[src/rtl/cyx_mem_pkg.sv]
// Shared encodings and lane helpers for the nanoMIPS memory access unit.
// Optional misalignment trapping is selected by the CYX_MAU_MISALIGN_TRAP_EN macro.
package cyx_mem_pkg;

    typedef enum logic [1:0] {
        SZ_BYTE = 2'b00,
        SZ_HALF = 2'b01,
        SZ_WORD = 2'b10,
        SZ_RSVD = 2'b11
    } size_e;

    typedef enum logic [1:0] {
        ST_IDLE = 2'b00,
        ST_RD   = 2'b01,
        ST_WR   = 2'b10,
        ST_DONE = 2'b11
    } state_e;

    localparam int         LANE_W        = 8;
    localparam int         HALF_W        = 16;
    localparam logic [1:0] OFF_HALF_MASK = 2'b10;
    localparam logic [1:0] OFF_WORD_MASK = 2'b00;

    // Reserved size code behaves as a word access when it is not trapped.
    function automatic logic [1:0] eff_size(input logic [1:0] sz);
        return (sz == SZ_RSVD) ? SZ_WORD : sz;
    endfunction

    // Drops the address bits below the access size (forced alignment).
    function automatic logic [1:0] align_off(input logic [1:0] sz, input logic [1:0] off);
        logic [1:0] r;
        case (eff_size(sz))
            SZ_BYTE: r = off;
            SZ_HALF: r = off & OFF_HALF_MASK;
            default: r = off & OFF_WORD_MASK;
        endcase
        return r;
    endfunction

    function automatic logic is_misaligned(input logic [1:0] sz, input logic [1:0] off);
        return (sz == SZ_RSVD) ||
               ((sz == SZ_HALF) && off[0]) ||
               ((sz == SZ_WORD) && (off != 2'b00));
    endfunction

endpackage

[src/rtl/cyx_lane_align.sv]
// Combinational lane logic: merges store data into a RAM word and
// extracts/extends a load lane from a RAM word (little-endian lanes).
module cyx_lane_align
    import cyx_mem_pkg::*;
(
    input  logic [31:0] i_word,
    input  logic [31:0] i_wdata,
    input  logic [1:0]  i_size,
    input  logic [1:0]  i_off,
    input  logic        i_sext,
    output logic [31:0] o_merged,
    output logic [31:0] o_rdata
);

    logic [1:0]        w_size;
    logic [1:0]        w_off;
    logic [4:0]        w_bit_b;
    logic [4:0]        w_bit_h;
    logic [LANE_W-1:0] w_byte;
    logic [HALF_W-1:0] w_half;

    assign w_size  = eff_size(i_size);
    assign w_off   = align_off(i_size, i_off);
    assign w_bit_b = {w_off, 3'b000};
    assign w_bit_h = {w_off[1], 4'b0000};
    assign w_byte  = i_word[w_bit_b +: LANE_W];
    assign w_half  = i_word[w_bit_h +: HALF_W];

    always_comb begin
        o_merged = i_word;
        case (w_size)
            SZ_BYTE: o_merged[w_bit_b +: LANE_W] = i_wdata[LANE_W-1:0];
            SZ_HALF: o_merged[w_bit_h +: HALF_W] = i_wdata[HALF_W-1:0];
            default: o_merged = i_wdata;
        endcase
    end

    // Word loads pass straight through; sext only matters for sub-word lanes.
    always_comb begin
        case (w_size)
            SZ_BYTE: o_rdata = {{(32-LANE_W){i_sext & w_byte[LANE_W-1]}}, w_byte};
            SZ_HALF: o_rdata = {{(32-HALF_W){i_sext & w_half[HALF_W-1]}}, w_half};
            default: o_rdata = i_word;
        endcase
    end

endmodule

[src/rtl/cyx_mem_access_unit.sv]
// Load/store initiator between the core and a single-port word RAM.
// Define CYX_MAU_MISALIGN_TRAP_EN to reject misaligned/reserved accesses with err.
module cyx_mem_access_unit
    import cyx_mem_pkg::*;
#(
    parameter int ADDR_W = 32,
    parameter int DATA_W = 32
) (
    input  logic              clk,
    input  logic              rst,
    input  logic              req,
    input  logic              we,
    input  logic [1:0]        size,
    input  logic              sext,
    input  logic [ADDR_W-1:0] addr,
    input  logic [DATA_W-1:0] wdata,
    output logic              busy,
    output logic              done,
    output logic [DATA_W-1:0] rdata,
    output logic              err,
    output logic [ADDR_W-1:0] mem_adr,
    output logic [DATA_W-1:0] mem_din,
    output logic              mem_wren,
    input  logic [DATA_W-1:0] mem_dout
);

    state_e            r_state;
    state_e            w_next;
    logic              r_we;
    logic              r_sext;
    logic              r_err;
    logic [1:0]        r_size;
    logic [ADDR_W-1:0] r_addr;
    logic [DATA_W-1:0] r_wdata;
    logic [DATA_W-1:0] r_word_q;
    logic [DATA_W-1:0] r_rdata;
    logic              w_trap;
    logic              w_accept;
    logic              w_word_op;
    logic [DATA_W-1:0] w_word;
    logic [DATA_W-1:0] w_merged;
    logic [DATA_W-1:0] w_load;

`ifdef CYX_MAU_MISALIGN_TRAP_EN
    assign w_trap = is_misaligned(size, addr[1:0]);
`else
    assign w_trap = 1'b0;
`endif

    assign w_accept  = (r_state == ST_IDLE) && req;
    assign w_word_op = (eff_size(size) == SZ_WORD);

    // RD extracts straight from the RAM output; WR merges into the captured word.
    assign w_word = (r_state == ST_RD) ? mem_dout : r_word_q;

    cyx_lane_align u_align (
        .i_word   (w_word),
        .i_wdata  (r_wdata),
        .i_size   (r_size),
        .i_off    (r_addr[1:0]),
        .i_sext   (r_sext),
        .o_merged (w_merged),
        .o_rdata  (w_load)
    );

    always_ff @(posedge clk) begin
        if (rst) begin
            r_state <= ST_IDLE;
        end else begin
            r_state <= w_next;
        end
    end

    always_comb begin
        w_next = r_state;
        case (r_state)
            ST_IDLE: begin
                if (req) begin
                    if (w_trap) begin
                        w_next = ST_DONE;
                    end else if (we && w_word_op) begin
                        w_next = ST_WR;
                    end else begin
                        w_next = ST_RD;
                    end
                end
            end
            ST_RD:   w_next = r_we ? ST_WR : ST_DONE;
            ST_WR:   w_next = ST_DONE;
            default: w_next = ST_IDLE;
        endcase
    end

    always_comb begin
        busy     = (r_state != ST_IDLE);
        done     = (r_state == ST_DONE);
        err      = (r_state == ST_DONE) && r_err;
        mem_wren = (r_state == ST_WR);
        mem_din  = (r_state == ST_WR) ? w_merged : '0;
    end

    always_ff @(posedge clk) begin
        if (rst) begin
            r_we     <= 1'b0;
            r_sext   <= 1'b0;
            r_err    <= 1'b0;
            r_size   <= SZ_BYTE;
            r_addr   <= '0;
            r_wdata  <= '0;
            r_word_q <= '0;
            r_rdata  <= '0;
        end else begin
            if (w_accept) begin
                r_we    <= we;
                r_sext  <= sext;
                r_err   <= w_trap;
                r_size  <= size;
                r_addr  <= addr;
                r_wdata <= wdata;
            end
            if (r_state == ST_RD) begin
                r_word_q <= mem_dout;
                if (!r_we) begin
                    r_rdata <= w_load;
                end
            end
        end
    end

    assign rdata   = r_rdata;
    assign mem_adr = {r_addr[ADDR_W-1:2], 2'b00};

endmodule

[config.mk]
export PLATFORM = sky130hd
export DESIGN_NAME = cyx_mem_access_unit
export DESIGN_NICKNAME = d
export VERILOG_FILES = /design/src/rtl/cyx_mem_pkg.sv /design/src/rtl/cyx_lane_align.sv /design/src/rtl/cyx_mem_access_unit.sv
export SDC_FILE = /design/constraint.sdc
export NUM_CORES = 1
export LEC_CHECK = 0
export ABC_AREA = 1
export BUFFER_PORTS_ARGS = -buffer_cell sky130_fd_sc_hd__buf_2
export CORE_UTILIZATION = 47
export CTS_CLUSTER_DIAMETER = 60
export CTS_CLUSTER_SIZE = 24
export DETAILED_ROUTE_END_ITERATION = 10
export PLACE_DENSITY = 0.77
export SLEW_MARGIN = 20
export SYNTH_ARGS = -nofsm -noshare
export SYNTH_HDL_FRONTEND = slang
export SYNTH_SLANG_ARGS = --single-unit
[constraint.sdc]
create_clock -name clk -period 2.8 [get_ports clk]
set_input_delay 0 -clock clk [delete_from_list [all_inputs] [get_ports clk]]
set_output_delay 0 -clock clk [all_outputs]
set_load 0.01 [all_outputs]
# Yosys cells after proc, flatten, opt, wreduce, memory -nomap -nowiden
# Cells that the tools add are included.
# word_totals
input_bits	103
out_inout_bits	100
elab_cells	46
reg_bits	134
# classes
shifts	6
n_mux	13
n_reduce_logical	6
n_bitwise	3
addsub	2
n_eq_ne	8
# ops
cell	count
32-bit case mux with 2 select lines	2
32-bit bitwise mux	2
32-bit 2-to-1 mux	2
16-bit by 7-bit variable shift with 32-bit output (first input constant)	1
8-bit by 7-bit variable shift with 32-bit output (first input constant)	1
16-bit by 7-bit variable part select with 32-bit output	1
32-bit by 6-bit variable part select with 16-bit output	1
32-bit by 6-bit variable part select with 8-bit output	1
8-bit by 7-bit variable part select with 32-bit output	1
5-bit negation with 7-bit output	2
2-bit equality test (second input constant)	5
2-bit 2-to-1 mux	4
2-bit case mux with 3 select lines	1
2-bit by 1-bit equality test with 1-bit output (second input constant)	2
2-bit zero test	2
2-bit case mux with 2 select lines	1
1-bit bitwise AND	2
1-bit logical AND	2
2-bit != test (second input constant)	1
2-bit AND reduction	1
2-bit nonzero test	1
1-bit 2-to-1 mux	1
1-bit NOT	1

# Logic depth before layout (Yosys ltp)
# Gate-level depths: netlist of the first run.
# depth
ltp_word	9
depth_mapped	15

# By module
# A second synthesis of the first run with hierarchy kept.
# unflattened
hier_cells	1167
area_unflattened_um2	7413.4
# by_module_without_submodules
module	cells_per_inst	seq_area_each_um2	area_per_inst_um2	instances
cyx_mem_access_unit	731	2682.6	5332.6	1
cyx_lane_align	436	0.0	2080.7	1

# Worst setup path after synthesis of the first run
# No wires, ideal clock.
# synth_timing
path_kind	register to output
startpoint	register r_size[1]
endpoint	output port mem_din[22]
t_arrival_ns	2.138
path_buffers	4
setup_slack_ns	0.662
path_stages_with_launch	13
cell_sequence	dfxtp_1 buf_4 nor2_4 nand2_2 buf_6 ha_1 clkbuf_1 inv_1 buf_1 nand3_1 nand2_1 o211ai_1 a31oi_1
# synth_via
elab_chain_len	9
word_cells_on_any_way	15
classes_between	add/sub (2); eq/ne (2); shift (4); mux (6); reduce/logical (1)
# synth_rtl
item	line_no	source
from (decl)	cyx_mem_access_unit.sv:32	logic [1:0] r_size;
from (signal assigned)	cyx_mem_access_unit.sv:117	r_size <= size;
2-bit equality test	cyx_mem_pkg.sv:26	return (sz == SZ_RSVD) ? SZ_WORD : sz;
2-bit 2-to-1 mux (*)	cyx_mem_pkg.sv:26	
2-bit by 1-bit equality test with 1-bit output / 2-bit zero test (equally long branches)	cyx_mem_pkg.sv:32, cyx_lane_align.sv:31	
2-bit case mux with 2 select lines	cyx_mem_pkg.sv:32	case (eff_size(sz))
5-bit negation with 7-bit output (on tied branches)	cyx_lane_align.sv:33, cyx_lane_align.sv:32	
16-bit by 7-bit variable part select with 32-bit output, or another cell as far along	cyx_lane_align.sv:33	SZ_HALF: o_merged[w_bit_h +: HALF_W] = i_wdata[HALF_W-1:0];
32-bit bitwise mux (on tied branches)	cyx_lane_align.sv:33, cyx_lane_align.sv:32	
32-bit case mux with 2 select lines (*)	cyx_lane_align.sv:31	case (w_size)
32-bit 2-to-1 mux (*)	cyx_mem_access_unit.sv:99	mem_din = (r_state == ST_WR) ? w_merged : '0;
to (decl)	cyx_mem_access_unit.sv:22	output logic [DATA_W-1:0] mem_din,
# Mark *: on every way between the ends. The rest lies on a longest branch, timed or not.

# Worst setup path after layout of the first run
# layout_timing
startpoint	register r_state[1]
endpoint	output port mem_din[12]
# layout_via
elab_chain_len	5
word_cells_on_any_way	7
classes_between	eq/ne (2); mux (5)
# layout_rtl
item	line_no	source
from (decl)	cyx_mem_access_unit.sv:27	state_e r_state;
from (signal assigned)	cyx_mem_access_unit.sv:70	r_state <= w_next;
2-bit by 1-bit equality test with 1-bit output	cyx_mem_access_unit.sv:54	assign w_word = (r_state == ST_RD) ? mem_dout : r_word_q;
32-bit 2-to-1 mux	n/a	
32-bit bitwise mux (on tied branches)	cyx_lane_align.sv:33, cyx_lane_align.sv:32	
32-bit case mux with 2 select lines	cyx_lane_align.sv:31	
32-bit 2-to-1 mux (*)	cyx_mem_access_unit.sv:99	
# Marks and branches as above.

==> impl_metrics.sql, run 1 <==
INSERT INTO impl_metrics (metric_group, metric, value, unit) VALUES
('power', 'pwr-share-seq', '31.2', '%'),
('final_layout', 'insertedDiodeCount', '0', ''),
('power', 'comb_power_share', '44.5', '%'),
('global_routing', 'maximum_number_of_pins_on_one_net_before_global_route_repair', '60', ''),
('power', 'netSwitchingFraction', '43.5', '%'),
('critical_path', 'critical_path_arrival', '2.61', 'ns'),
('synth', 'yosys_warnings', '0', ''),
('power', 'clock_power_share', '24.3', '%'),
('clock_tree', 'cts-root-to-sink-buffers', '2', ''),
('die', 'chipHeight', '126', 'µm'),
('global_routing', 'first_global_vias', '7444', ''),
('clock_tree', 'cts_post_setup_buffers_inserted', '0', ''),
('die', 'fp-row-count', '44', ''),
('die', 'die_width', '126', 'µm'),
('synth', 'syn_avg_cell_area', '6.69', 'µm²'),
('synth', 'syn_inst', '1078', ''),
('critical_path', 'critical_path.n_buffers_inverters', '5', ''),
('die', 'core', '14800', 'µm²'),
('die', 'boundaryPins', '203', ''),
('timing', 'worst_slew_pin_slew', '0.919', 'ns'),
('status', 'status', 'finished clean', ''),
('place', 'place_hpwl', '15900', 'µm'),
('route', 'residual_antenna_violating_net_count_after_detailed_routing', '0', ''),
('global_routing', 'grt_pass1_wl', '38300', 'µm'),
('critical_path', 'endpoint_kind', 'primary output', ''),
('clock_tree', 'cts_root_buffer', 'clkbuf_16', ''),
('critical_path', 'crit_required', '2.80', 'ns'),
('timing', 'timing_hold_violations_final', '0', ''),
('route', 'via_count', '8157', ''),
('min_path', 'hold_class', 'input pin to flip-flop', ''),
('run', 'max_cap_violations', '0', ''),
('critical_path', 'critical_path.top_delay_family', 'buffers and inverters', ''),
('timing', 'max-slew-margin-rel', '38.6', '%'),
('critical_path', 'path_class', 'flip-flop to primary output', ''),
('power', 'power.density_cell_area', '933', 'nW/µm²'),
('synth', 'ys_seq_elements', '134', ''),
('route', 'drt_wl_total', '24600', 'µm'),
('final_layout', 'final_common_cell', 'nor2_1', ''),
('clock_tree', 'clock-sinks', '134', ''),
('timing', 'final-setup-viol-count', '0', ''),
('power', 'cellLeakagePower', '4.43', 'nW'),
('critical_path', 'critical_path.cell_chain', 'inv_1 -> ha_1 -> inv_2 -> buf_6 -> nand2_1 -> nand2_1 -> inv_1 -> o21ai_0 -> o211ai_1 -> a21oi_1 -> buf_2', ''),
('global_routing', 'grt.overflow.total', '0', ''),
('global_routing', 'grt_antenna_before_repair', '0', ''),
('critical_path', 'critical_path.slowest_cell', 'dfxtp_1', ''),
('final_layout', 'num-nets-final', '1398', ''),
('critical_path', 'worstSetupStartpointType', 'flip-flop', ''),
('route', 'vias_per_cell', '5.49', ''),
('route', 'detail_route.first_pass.iterations', '5', ''),
('power', 'internal-power', '4.94', 'mW'),
('final_layout', 'signed_area_change_from_the_synthesized_netlist_to_the_final_layout', '30.1', '%'),
('clock_tree', 'cts_max_level', '4', ''),
('place', 'io_buffers', '199', ''),
('clock_tree', 'clk_pin_slew', '0.06', 'ns'),
('route', 'detailedRoute.firstIterationViolations', '794', ''),
('route', 'drc', '0', ''),
('timing', 'finalWorstPathRequiredPeriod', '2.61', 'ns'),
('final_layout', 'layout_common_cells', 'nor2_1 (201), buf_2 (199), nand2_1 (162)', ''),
('timing', 'achievable-frequency', '0.383', 'GHz'),
('timing', 'slew_viol_final', '0', ''),
('clock_tree', 'cts-buffers-inserted', '17', ''),
('synth', 'mappedNetlistArea', '7210', 'µm²'),
('die', 'fp.dieArea', '15800', 'µm²'),
('critical_path', 'worst_path_largest_cell_delay', '0.37', 'ns'),
('power', 'peakVddDrop', '0.655', 'mV'),
('place', 'gp_congestion', '0.950', ''),
('global_routing', 'grt_util_all_layers', '31.0', '%'),
('clock_tree', 'tritoncts', 'yes', ''),
('die', 'floorplan.initialDensity', '48.9', '%'),
('critical_path', 'cp_max_fo', '23', ''),
('timing', 'fin_worst_skew', '0.0102', 'ns'),
('synth', 'synth.distinct_cells', '36', ''),
('timing', 'totalNegativeSetupSlack', '0', 'ns'),
('synth', 'ys_seq_area_share', '37.2', '%'),
('final_layout', 'share_of_final_layout_standard_cells_stronger_than_drive_strength_1', '22.4', '%'),
('timing', 'final_min_period_over_clock_period', '93.3', '%'),
('power', 'p_total', '8.75', 'mW'),
('clock_tree', 'clock_insertion_delay_worst_skew', '0.43', 'ns'),
('timing', 'grt_setup_unrepaired', 'no', ''),
('power', 'switching_power', '3.81', 'mW'),
('route', 'routed_wire_length_per_instance', '16.6', 'µm');
==> sequential cells by signal, indices dropped and copies added, names as in the netlist <==
signal	cells
r_state	2
rdata	32
r_wdata	32
r_size	2
r_sext	1
r_addr	32
r_we	1
r_word_q	32
==> cell type report <==
type                       instances  area, µm²
fill                            1287       5370
multi-input combinational        749       3610
sequential                       134       2690
timing repair buffer             299       1970
clock buffer                      19        433
inverter                          87        330
tap                              184        230
clock inverter                    13        124
==> per-stage QoR <==
stage	setup WS (ns)	hold WS (ns)	cell area [µm²]	utilization [%]	cells
final	0.187	0.0139	9380	63.6	1485
after detailed placement	0.444	0.255	7990	54.2	1372
after global placement	0.371	0.248	7990	54.2	1372
after floorplan	0.662	0.149	7220	-	1080
after global routing	0.0432	0.0241	9380	63.6	1485
after CTS	0.101	0.00618	9370	63.5	1485
==> logic make-up (layout without fill, tap and decap cells) <==
group / after synthesis / in the layout / synth area share (%)
AO/OA/AOI/OAI: 303 / 303 / 23.5
adder cells (fa/ha/maj): 7 / 7 / 1.21
buffers and inverters: 197 / 418 / 13.0
flip-flops: 134 / 134 / 37.2
multiplexers: 4 / 4 / 0.555
other: 1 / 3 / 0.0520
AND/OR/NAND/NOR: 432 / 432 / 24.5
==> path summary, 6_finish.rpt <==
check / start / endpoint / slack [ns] / cells past startpoint
max: r_state[1]$_SDFFE_PP0P_ / mem_din[12] / 0.19 / 11
min: mem_dout[10] / r_word_q[10]$_SDFF_PP0_ / 0.01 / 4
max reg2reg: r_state[1]$_SDFFE_PP0P_ / rdata[19]$_SDFFE_PP0P_ / 0.58 / 12
min reg2reg: rdata[10]$_SDFFE_PP0P_ / rdata[10]$_SDFFE_PP0P_ / 0.46 / 2
==> metal layers <==
| metal | GRT usage [%] | share of wire, % | vias up |
|---|---|---|---|
| met2 | 50.3 | 46 | 426 |
| met3 | 6.16 | 8.3 | 65 |
| met1 | 39.8 | 42 | 3742 |
| met4 | 14.1 | 3.2 | 0 |
| li1 | - | - | 3924 |
| met5 | 0 | 0 | - |
==> power by group through the flow <==
| stage | Sequential, mW | Combinational (mW) | Clock, mW |
|---|---|---|---|
| after CTS | 2.72 | 3.78 | 2.14 |
| after global placement | 2.73 | 3.61 | 0 |
| after global routing | 2.78 | 4.28 | 2.22 |
| after detailed placement | 2.75 | 3.67 | 0 |
| final | 2.73 | 3.90 | 2.12 |
| after floorplan | 2.73 | 2.69 | 0 |
==> repair_timing <==
item,CTS,global route
hold endpoints to repair,82,0
hold buffers,81,0
setup endpoints to repair,5,13
gates resized for setup,2,6
==> synth_stat cells (all sizes together) <==
| cell type | instances | area (µm²) |
|---|---|---|
| dfxtp | 134 | 2680 |
| a31oi | 18 | 113 |
| nor3 | 5 | 25.0 |
| nor2 | 204 | 778 |
| o21ai | 169 | 891 |
| and2 | 2 | 12.5 |
| o221ai | 1 | 8.76 |
| clkbuf | 52 | 195 |
| ha | 7 | 87.6 |
| nand2 | 172 | 676 |
| or2 | 5 | 31.3 |
| buf | 58 | 415 |
| nand3 | 42 | 215 |
| o211ai | 33 | 248 |
| a211oi | 1 | 7.51 |
| clkinv | 2 | 7.51 |
| nand3b | 1 | 7.51 |
| conb | 1 | 3.75 |
| a22oi | 2 | 15.0 |
| mux2i | 4 | 40.0 |
| a311oi | 1 | 8.76 |
| nand4 | 1 | 21.3 |
| a21oi | 78 | 402 |
| inv | 85 | 319 |
==> worst reg2reg max path, stage by stage (launching register included) <==
cell	delay [ns]
dfxtp_1	0.37
inv_1	0.08
ha_1	0.23
inv_2	0.14
buf_6	0.23
nand2_1	0.10
nand2_2	0.13
nand2_1	0.08
nand3_2	0.12
nand4_4	0.22
nand2_4	0.28
o21ai_0	0.12
inv_1	0.06
Note: power is estimated with default switching activity, not from simulation.
==> run 2, diff against run 1 <==
==> constraint.sdc (replaced) <==
create_clock -name clk -period 3.3 [get_ports clk]
set_input_delay 0 -clock clk [delete_from_list [all_inputs] [get_ports clk]]
set_output_delay 0 -clock clk [all_outputs]
set_load 0.01 [all_outputs]
==> run 2 against run 1 <==
Compared with the run above: first-iteration DRC count grew 5.4%; non-clock buffer count shrank 6; clock power shrank 15%; highest routed layer unchanged; sequential share of layout area grew 0.21 points; clock skew grew 0.0010 ns; register-to-register slack gained 0.43 ns.
==> impl_metrics.sql, run 2 (synthesis results as in run 1) <==
INSERT INTO impl_metrics (metric_group, metric, value, unit) VALUES
('timing', 'finalWorstPathRequiredPeriod', '2.79', 'ns'),
('die', 'fp.dieArea', '15800', 'µm²'),
('clock_tree', 'cts-root-to-sink-buffers', '2', ''),
('clock_tree', 'cts-buffers-inserted', '17', ''),
('critical_path', 'worst_reg_to_reg_path_cell_count', '8', ''),
('route', 'via_count', '8084', ''),
('critical_path', 'crit_required', '3.30', 'ns'),
('power', 'pwr-share-seq', '31.3', '%'),
('critical_path', 'timing.reg2reg.setup_slack', '1.01', 'ns'),
('critical_path', 'cp_max_fo', '34', ''),
('power', 'cellLeakagePower', '4.41', 'nW'),
('die', 'fp-row-count', '44', ''),
('clock_tree', 'clock-sinks', '134', ''),
('min_path', 'worst_hold_end', 'r_word_q[10]$_SDFF_PP0_', ''),
('power', 'clock_power_share', '24.5', '%'),
('place', 'io_buffers', '199', ''),
('route', 'routed_wire_length_per_instance', '16.6', 'µm'),
('timing', 'final-setup-viol-count', '0', ''),
('critical_path', 'endpoint_kind', 'primary output', ''),
('die', 'chipHeight', '126', 'µm'),
('place', 'place_hpwl', '15500', 'µm'),
('clock_tree', 'clock_insertion_delay_worst_skew', '0.43', 'ns'),
('route', 'drt_wl_total', '24600', 'µm'),
('die', 'floorplan.initialDensity', '48.9', '%'),
('global_routing', 'grt_util_all_layers', '30.9', '%'),
('power', 'peakVddDrop', '0.433', 'mV'),
('die', 'boundaryPins', '203', ''),
('timing', 'timing_hold_violations_final', '0', ''),
('clock_tree', 'tritoncts', 'yes', ''),
('timing', 'grt_setup_unrepaired', 'no', ''),
('power', 'p_total', '7.38', 'mW'),
('global_routing', 'grt_antenna_before_repair', '0', ''),
('route', 'drc', '0', ''),
('clock_tree', 'cts_max_level', '4', ''),
('clock_tree', 'cts_root_buffer', 'clkbuf_16', ''),
('power', 'switching_power', '3.20', 'mW'),
('critical_path', 'rr_endpoint', 'rdata[18]$_SDFFE_PP0P_', ''),
('clock_tree', 'clk_pin_slew', '0.05', 'ns'),
('global_routing', 'maximum_number_of_pins_on_one_net_before_global_route_repair', '82', ''),
('power', 'power.density_cell_area', '793', 'nW/µm²'),
('die', 'core', '14800', 'µm²'),
('global_routing', 'grt_pass1_wl', '38600', 'µm'),
('critical_path', 'crit-reg2reg-launch', 'r_size[1]$_SDFFE_PP0P_', ''),
('final_layout', 'layout_common_cells', 'nor2_1 (201), buf_2 (199), nand2_1 (163)', ''),
('global_routing', 'first_global_vias', '7467', ''),
('power', 'internal-power', '4.18', 'mW'),
('power', 'comb_power_share', '44.2', '%'),
('place', 'gp_congestion', '0.911', ''),
('route', 'detail_route.first_pass.iterations', '6', ''),
('min_path', 'hold_class', 'input pin to flip-flop', ''),
('final_layout', 'layoutNonFillerInstCount', '1478', ''),
('critical_path', 'path_class', 'flip-flop to primary output', ''),
('timing', 'fin_hold_ws', '0.0142', 'ns'),
('power', 'netSwitchingFraction', '43.4', '%'),
('critical_path', 'critical_path.top_delay_family', 'flip-flops', ''),
('timing', 'fin_worst_skew', '0.0112', 'ns'),
('run', 'max_cap_violations', '0', ''),
('timing', 'worst_slew_pin_slew', '1.06', 'ns'),
('timing', 'max-slew-margin-rel', '29.2', '%'),
('final_layout', 'insertedDiodeCount', '0', ''),
('timing', 'totalNegativeSetupSlack', '0', 'ns'),
('min_path', 'hold_path_depth', '4', ''),
('final_layout', 'signed_area_change_from_the_synthesized_netlist_to_the_final_layout', '29.0', '%'),
('die', 'die_width', '126', 'µm'),
('timing', 'slew_viol_final', '0', ''),
('critical_path', 'worstSetupStartpointType', 'flip-flop', ''),
('final_layout', 'final_common_cell', 'nor2_1', ''),
('route', 'detailedRoute.firstIterationViolations', '837', ''),
('route', 'vias_per_cell', '5.47', ''),
('timing', 'achievable-frequency', '0.359', 'GHz'),
('timing', 'final_min_period_over_clock_period', '84.4', '%'),
('critical_path', 'critical_path.n_buffers_inverters', '3', ''),
('critical_path', 'critical_path_arrival', '2.79', 'ns'),
('min_path', 'startpoint_of_the_tightest_hold_check_path', 'mem_dout[10]', ''),
('critical_path', 'worst_path_largest_cell_delay', '0.62', 'ns'),
('route', 'residual_antenna_violating_net_count_after_detailed_routing', '0', ''),
('global_routing', 'grt.overflow.total', '0', ''),
('clock_tree', 'cts-resized-gates', '0', ''),
('critical_path', 'critical_path.cell_chain', 'inv_2 -> nand2_2 -> buf_4 -> ha_1 -> nor2_1 -> nand3_1 -> nand2_1 -> o211ai_1 -> a31oi_1 -> buf_2', ''),
('place', 'dp_cells', '1366', ''),
('final_layout', 'share_of_final_layout_standard_cells_stronger_than_drive_strength_1', '21.7', '%'),
('final_layout', 'num-nets-final', '1392', ''),
('critical_path', 'critical_path.slowest_cell', 'dfxtp_1', ''),
('status', 'status', 'finished clean', '');
## run 2: changes by cell type in the layout (fill, tap and decap cells not counted), sizes merged
cell,delta
clkbuf,+2
clkinvlp,-2
inv,-2
buf,-6
clkinv,+1
## run 2: worst max path at each step
| stage | startpoint | end | slack, ns | cells after the start |
|---|---|---|---|---|
| finish | r_size[1]$_SDFFE_PP0P_ | mem_din[22] | 0.51 | 10 |
| global route | r_size[1]$_SDFFE_PP0P_ | mem_din[20] | 0.34 | 10 |
| CTS | r_size[1]$_SDFFE_PP0P_ | mem_din[19] | 0.59 | 10 |
| detailed placement | r_state[1]$_SDFFE_PP0P_ | rdata[20]$_SDFFE_PP0P_ | 1.03 | 11 |
| global placement | r_size[1]$_SDFFE_PP0P_ | mem_din[21] | 1.10 | 10 |
| floorplan | r_size[1]$_SDFFE_PP0P_ | mem_din[22] | 1.16 | 12 |
## run 2: area by class of cell
cell class,instances,area (µm²)
fillers,1305,5450
well taps,184,230
repair buffers,293,1900
multi-input cells,749,3600
clock inverters,10,98.8
clock buffers,21,460
inverters,87,327
flip-flops and latches,134,2680
## run 2: timing repair
item | CTS | global route
endpoints found under the hold margin | 82 | 0
buffers inserted | 0 | 0
hold buffers | 81 | 0
## run 2: power groups by stage
stage               Combinational, mW  Clock [mW]  Sequential (mW)
floorplan                        2.28           0             2.32
detailed placement               3.08           0             2.33
CTS                              3.17        1.82             2.30
global route                     3.60        1.89             2.36
global placement                 3.05           0             2.31
finish                           3.26        1.80             2.31
## run 2: layer usage
metal	track usage (%)	wire [µm]	vias to the layer above
met3	7.14	2220	70
li1	-	-	3901
met1	40.8	10400	3662
met2	48.5	11200	451
met5	0	0	-
met4	13.4	738	0
## run 2: stage by stage
stage | util [%] | area, µm² | setup WS [ns]
final | 63.1 | 9300 | 0.514
after global routing | 63.1 | 9300 | 0.337
after CTS | 63.1 | 9300 | 0.593
after detailed placement | 53.8 | 7930 | 1.03
after global placement | 53.8 | 7930 | 1.10
after floorplan | - | 7220 | 1.16
## run 2: worst reg2reg max path: stages (launching register included)
cell and delay, ns:
dfxtp_1 0.45, inv_2 0.12, buf_4 0.44, nand2_1 0.25
inv_2 0.33, nand3b_1 0.21, nand2_4 0.25, o21ai_0 0.12
inv_1 0.06
